### src/rtl/mac_job_arbiter.sv
`default_nettype none
// ============================================================================
//  Module   : mac_job_arbiter
//  Purpose  : Arbitrates two requesters onto one shared combinational
//             multiplier and accumulates a dot product per granted job.
//             Round-robin between simultaneous requests; one beat per cycle.
//  Ports    : clk, reset         - clock, synchronous active-high reset
//             req_start/req_len  - per-requester job request and beat count
//             req_valid/req_a/b  - per-requester operand beats
//             req_ready          - beat accept (valid & ready)
//             req_grant          - one-cycle grant pulse in the grant cycle
//             mul_a/mul_b/mul_p  - shared multiplier operands / product
//             res_data/res_id    - accumulated result and owning requester
//             res_valid/ready    - result handshake
//             busy               - high whenever not IDLE
//  Revision : 1.0 - initial release
// ============================================================================
module mac_job_arbiter #(
   parameter int DATA_W = 64,
   parameter int ACC_W  = 200,
   parameter int LEN_W  = 8
) (
   input  logic                clk,
   input  logic                reset,
   input  logic [1:0]          req_start,
   input  logic [2*LEN_W-1:0]  req_len,
   input  logic [1:0]          req_valid,
   input  logic [2*DATA_W-1:0] req_a,
   input  logic [2*DATA_W-1:0] req_b,
   output logic [1:0]          req_ready,
   output logic [1:0]          req_grant,
   output logic [DATA_W-1:0]   mul_a,
   output logic [DATA_W-1:0]   mul_b,
   input  logic [2*DATA_W-1:0] mul_p,
   output logic [ACC_W-1:0]    res_data,
   output logic                res_id,
   output logic                res_valid,
   input  logic                res_ready,
   output logic                busy
);

   typedef enum logic [1:0] {
      ST_IDLE   = 2'd0,
      ST_RUN    = 2'd1,
      ST_RESULT = 2'd2
   } state_t;

   state_t             state_q, state_d;
   logic               id_q, id_d;
   logic               rr_q, rr_d;
   logic [LEN_W-1:0]   cnt_q, cnt_d;
   logic [ACC_W-1:0]   acc_q, acc_d;
   logic               busy_q, busy_d;
   logic               res_valid_q, res_valid_d;
   logic [1:0]         ready_q, ready_d;

   logic               grant_any;
   logic               grant_id;
   logic [LEN_W-1:0]   len_sel;
   logic               beat;
   logic [ACC_W-1:0]   prod_ext;

   // Product is zero-extended (or truncated) to the accumulator width; the
   // accumulator then wraps modulo 2^ACC_W.
   assign prod_ext = ACC_W'(mul_p);

   always_comb begin
      grant_any = (state_q == ST_IDLE) && (req_start != 2'b00);
      // Sole requester wins; on contention the round-robin pointer decides.
      if (req_start == 2'b11) begin
         grant_id = rr_q;
      end else begin
         grant_id = req_start[1];
      end
      len_sel = grant_id ? req_len[LEN_W +: LEN_W] : req_len[0 +: LEN_W];
      beat    = (state_q == ST_RUN) && req_valid[id_q];

      state_d = state_q;
      id_d    = id_q;
      rr_d    = rr_q;
      cnt_d   = cnt_q;
      acc_d   = acc_q;

      case (state_q)
         ST_IDLE: begin
            if (grant_any) begin
               id_d    = grant_id;
               rr_d    = ~grant_id;
               cnt_d   = len_sel;
               acc_d   = '0;
               state_d = (len_sel == '0) ? ST_RESULT : ST_RUN;
            end
         end
         ST_RUN: begin
            if (beat) begin
               acc_d = acc_q + prod_ext;
               cnt_d = cnt_q - LEN_W'(1);
               if (cnt_q == LEN_W'(1)) begin
                  state_d = ST_RESULT;
               end
            end
         end
         ST_RESULT: begin
            if (res_ready) begin
               state_d = ST_IDLE;
            end
         end
         default: state_d = ST_IDLE;
      endcase

      // Status outputs are registered: decode them from the next state.
      busy_d      = (state_d != ST_IDLE);
      res_valid_d = (state_d == ST_RESULT);
      ready_d     = (state_d == ST_RUN) ? (id_d ? 2'b10 : 2'b01) : 2'b00;
   end

   always_ff @(posedge clk) begin
      if (reset) begin
         state_q     <= ST_IDLE;
         id_q        <= 1'b0;
         rr_q        <= 1'b0;
         cnt_q       <= '0;
         acc_q       <= '0;
         busy_q      <= 1'b0;
         res_valid_q <= 1'b0;
         ready_q     <= 2'b00;
      end else begin
         state_q     <= state_d;
         id_q        <= id_d;
         rr_q        <= rr_d;
         cnt_q       <= cnt_d;
         acc_q       <= acc_d;
         busy_q      <= busy_d;
         res_valid_q <= res_valid_d;
         ready_q     <= ready_d;
      end
   end

   // The grant must pulse in the IDLE cycle that takes the decision, so it
   // is decoded directly; it is suppressed while reset is asserted.
   assign req_grant = (grant_any && !reset) ? (grant_id ? 2'b10 : 2'b01) : 2'b00;

   assign req_ready = ready_q;
   assign mul_a     = (state_q == ST_RUN) ? req_a[id_q*DATA_W +: DATA_W] : '0;
   assign mul_b     = (state_q == ST_RUN) ? req_b[id_q*DATA_W +: DATA_W] : '0;
   assign res_data  = acc_q;
   assign res_id    = id_q;
   assign res_valid = res_valid_q;
   assign busy      = busy_q;

endmodule
`default_nettype wire

### config.mk
export PLATFORM = sky130hd
export DESIGN_NAME = mac_job_arbiter
export DESIGN_NICKNAME = d
export VERILOG_FILES = /design/src/rtl/mac_job_arbiter.sv
export SDC_FILE = /design/constraint.sdc
export NUM_CORES = 1
export LEC_CHECK = 0
export ABC_AREA = 1
export ABC_CLOCK_PERIOD_IN_PS = 2700
export CAP_MARGIN = 20
export CORE_AREA = 10 10 223 437
export DETAILED_ROUTE_END_ITERATION = 12
export DIE_AREA = 0 0 233 447
export GPL_ROUTABILITY_DRIVEN = 0
export PLACE_DENSITY = 0.64
export REMOVE_ABC_BUFFERS = 1
export SYNTH_ARGS = -nofsm -noshare
export SYNTH_HDL_FRONTEND = slang
export SYNTH_SLANG_ARGS = --single-unit
### constraint.sdc
create_clock -name clk -period 2.7 [get_ports clk]
set_clock_uncertainty 0.15 [all_clocks]
set_input_delay 0.54 -clock clk [delete_from_list [all_inputs] [get_ports clk]]
set_output_delay 0.54 -clock clk [all_outputs]
set_load 0.01 [all_outputs]
==> results.json, run 1 <==
{
  "fp.dieW_um": 233,
  "async_reset_ff_frac": 0,
  "grt_use_total": 0.450,
  "synth_ff_type": "dfxtp_1",
  "synth_cells": 5262,
  "cts_buffers": 25,
  "yosys.area.top_type_share": 0.292,
  "grt_overflow": 44,
  "status": "did not finish",
  "io_pins": 742,
  "cts-htree-levels": 1,
  "dp_hpwl_um": 178000,
  "haltStage": "global routing",
  "ys_seq_elements": 216,
  "synthTopCellsByArea": "nand2_1 29%, dfxtp_1 16%, inv_1 13%",
  "mappedNetlistArea_um2": 27000,
  "rows": 156,
  "synth_edf_count": 0,
  "grt_pass1_wl_um": 332000,
  "error_line": "[ERROR GRT-0116] Global routing finished with congestion. Check the congestion regions in the DRC Viewer.",
  "cts_hold_buffers": 0,
  "yosysSeqAreaShare": 0.160,
  "grt_max_degree": 95,
  "grt_pass1_vias": 44235,
  "chipHeight_um": 447,
  "yosysWarnings": 0,
  "io_buffers": 741,
  "cts_buffer_depth": 3,
  "avgSynthCellArea_um2": 5.12,
  "start_util": 0.299,
  "cts_sinks": 216,
  "ys_types": 48,
  "clockRootBuffer": "clkbuf_16",
  "yosys.area.top_type": "nand2_1"
}
==> routing by layer <==
metal | GRT overflow | track usage
met1 | 0 | 0.389
met2 | 27 | 0.718
met3 | 0 | 0.206
met4 | 17 | 0.511
met5 | 0 | 0.0166
==> synth_stat cells, types with 43 or more instances <==
master,n
a21boi_0,58
a21oi_1,462
clkbuf_1,72
dfxtp_1,216
ha_1,130
inv_1,943
nand2_1,2101
nand2_2,52
nand3_1,258
nand4_1,63
nor2_1,456
nor2_2,67
nor3_1,43
o21ai_0,108
==> metrics by stage <==
| stage | cells | util | area, um^2 | setup slack [ns] | hold WS [ns] |
|---|---|---|---|---|---|
| after detailed placement | 8098 | 0.483 | 43600 | -1.11 | 0.320 |
| after CTS | 8169 | 0.522 | 47100 | -0.0859 | 0.334 |
| after global placement | 8098 | 0.483 | 43600 | -1.11 | 0.318 |
| after floorplan | 5155 | - | 26500 | -6.66 | 0.287 |
==> kinds of logic after synthesis <==
kind of cell / Yosys count / share of synthesized area
AND/OR/NAND/NOR: 3168 / 0.492
buffers and inverters: 1076 / 0.151
AO/OA/AOI/OAI: 663 / 0.132
flip-flops: 216 / 0.160
adder cells (fa/ha/maj): 131 / 0.0611
multiplexers: 6 / 0.00223
XOR/XNOR: 2 / 0.000650
==> timing repair <==
| item | CTS |
|---|---|
| cloned | 17 |
| resized for setup | 1067 |
| buffers inserted | 28 |
| endpoints found under the setup margin | 303 |
| pin swaps | 76 |
==> inputs of run 2 (changes only) <==
- CORE_AREA: 10 10 223 437 -> 10 10 379 381
- DIE_AREA: 0 0 233 447 -> 0 0 389 391
- PLACE_DENSITY: 0.64 -> not set
- PLACE_DENSITY_LB_ADDON: not set -> 0.15
==> results.json, run 2 <==
{
  "critPathRequiredTime_ns": 2.01,
  "cp_common_cell": "buf_6",
  "rows": 136,
  "yosys.area.top_type": "nand2_1",
  "fp.dieW_um": 389,
  "cap_viol_max_count": 0,
  "grt_max_degree": 100,
  "layout.cells.non_filler": 8781,
  "grt_pass1_vias": 37727,
  "cts_hold_buffers": 0,
  "cts_buffers": 36,
  "worstPathArrival_ns": 2.04,
  "first_pass_iters": 5,
  "cp_top_family": "buffers and inverters",
  "synth_edf_count": 0,
  "hold_ws_ns": 0.306,
  "yosys.area_share.simple": 0.492,
  "finish.utilization": 0.376,
  "ys_seq_elements": 216,
  "mappedNetlistArea_um2": 27000,
  "crit_buf_inv": 6,
  "violations": "negative setup slack",
  "clk_latency_ns": 0.63,
  "p_per_area_nw_per_um2": 313,
  "startpoint_type": "flip-flop",
  "cp_slowest_cell": "dfxtp_2",
  "worstPathCellList": "inv_2 > nor2_4 > inv_8 > buf_16 > buf_12 > a21oi_4 > buf_6 > buf_6",
  "clk_pin_slew_worst_paths_ns": 0.06,
  "synth_compound_area_frac": 0.132,
  "synth_top_family_by_area": "simple AND/OR/NAND/NOR gates",
  "drt-initial-drc-count": 3149,
  "synthTopCellsByArea": "nand2_1 29%, dfxtp_1 16%, inv_1 13%",
  "chipHeight_um": 391,
  "yosysWarnings": 0,
  "post-place-ws_ns": -1.33,
  "io_pins": 742,
  "p_total_uw": 16100,
  "yosys.area.top_type_share": 0.292,
  "postRouteAntennaNets": 0,
  "cts_sinks": 216,
  "synth_adder_area_share": 0.0611,
  "final_cell_mix": "1,745 x nand2_1, 922 x buf_4, 917 x inv_1, 512 x clkdlybuf4s50_1, 332 x nor2_1",
  "yosysSeqAreaShare": 0.160,
  "cts-htree-levels": 2,
  "fin_nets": 7488,
  "max_stage_delay_ns": 0.34,
  "rsz0062_at_grt": "yes",
  "antenna_found_initial": 17,
  "synth_cells": 5262,
  "viasPerCell": 4.53,
  "grt_overflow": 0,
  "cts_buffer_depth": 3,
  "synth_ff_type": "dfxtp_1",
  "async_reset_ff_frac": 0,
  "finalCritPeriodShare": 1.01,
  "setup_viol": 10,
  "syn_to_final_growth_pct": 90.2,
  "timing.final.hold_violations": 0,
  "grt_pass1_wl_um": 281000,
  "muxShareOfSynthArea": 0.00223,
  "p_leak_uw": 0.0247,
  "core_um2": 136000,
  "avgSynthCellArea_um2": 5.12,
  "routedWlPerCell_um": 23.5,
  "yosysMostFrequentCell": "nand2_1",
  "fmax_mhz": 366,
  "drt-total-wl_um": 206000,
  "dieArea_um2": 152000,
  "via_count": 39792,
  "cts_tree": "done",
  "dp_hpwl_um": 175000,
  "setup_slack_ns": -0.0348,
  "worst-setup-path-type": "reg -> out",
  "critPathMaxFanout": 12,
  "ys_types": 48,
  "synth_commonest_cells": "2,101 x nand2_1, 943 x inv_1, 462 x a21oi_1",
  "status": "finished, violations left",
  "maxSlewHeadroom": 0.560,
  "clockRootBuffer": "clkbuf_16",
  "drive_gt1_frac": 0.325,
  "max-vdd-ir-drop_mv": 0.435,
  "largest_reg_flops": 200,
  "start_util": 0.198,
  "worstSetupEndpointType": "output port",
  "min_period_ns": 2.73,
  "final_common_cell": "nand2_1",
  "post-place-cells": 8631,
  "slew_viol_final": 0,
  "io_buffers": 741,
  "min-delay-path-class": "in -> reg",
  "worst_pin_slew_ns": 0.659,
  "synthXorXnorAreaFrac": 0.000650,
  "route.detailed.drc": 0,
  "grt_use_total": 0.254
}
[run 2: cells by family (layout without fill, tap and decap cells)]
logic type	Yosys count	after routing
muxes	6	6
xor gates and xnor gates	2	2
buffers and inverters	1076	2791
adders and majority gates	131	131
DFF	216	216
other	0	10
and+or+nand+nor	3168	3168
AOI/OAI and AO/OA	663	663
[run 2: what timing repair did]
item	CTS	global route
endpoints found under the setup margin	292	224
pin swaps	59	135
gates resized for setup	1071	773
buffers inserted	40	40
cloned	11	3
[run 2: metrics by stage]
step / cell area, um^2 / setup TNS (ns)
final: 51300 / -0.195
after global routing: 51300 / -4.23
after CTS: 48200 / -1.12
after detailed placement: 43800 / -159.66
after global placement: 43800 / -159.90
after floorplan: 26500 / -1604.23
[run 2: power by group]
group          internal, uW  leakage (uW)  switching (uW)
registers              3320       0.00177             124
logic                  3280        0.0222            3960
clock network          3300      0.000644            2090
total                  9900        0.0247            6170
[run 2: area by class of cell]
class	count	area (um^2)
Inverter	969	3660
Fill cell	14885	85000
Antenna cell	10	25.0
Clock inverter	16	245
Timing Repair Buffer	1757	16000
Clock buffer	49	1050
Multi-Input combinational cell	3970	23600
Tap cell	1794	2240
Sequential cell	216	4370
[run 2: metal layers]
layer  up-vias  part of all wire  track usage
met3       279             0.064       0.0417
li1      19645                 -            -
met2      1378              0.45        0.422
met5         -           0.00034            0
met4        12             0.047       0.0964
met1     18478              0.44        0.329
[run 2: path summary, 6_finish.rpt]
| path | startpoint | to | slack, ns | cells past startpoint |
|---|---|---|---|---|
| worst max-delay path | state_q[0] | mul_b[59] | -0.03 | 8 |
| worst max register to register | res_data[77] | res_data[84] | 0 | 16 |
| worst min-delay path | mul_p[70] | res_data[70] | 0.31 | 4 |
| worst min register to register | rr_q | rr_q | 0.33 | 2 |
[run 2: tightest hold or removal path, stage by stage]
cell            delay (ns)
dlymetal6s2s_1        0.13
ha_4                  0.17
o21ai_0               0.09
a21oi_1               0.11
Power figures use the tool's default switching activity.
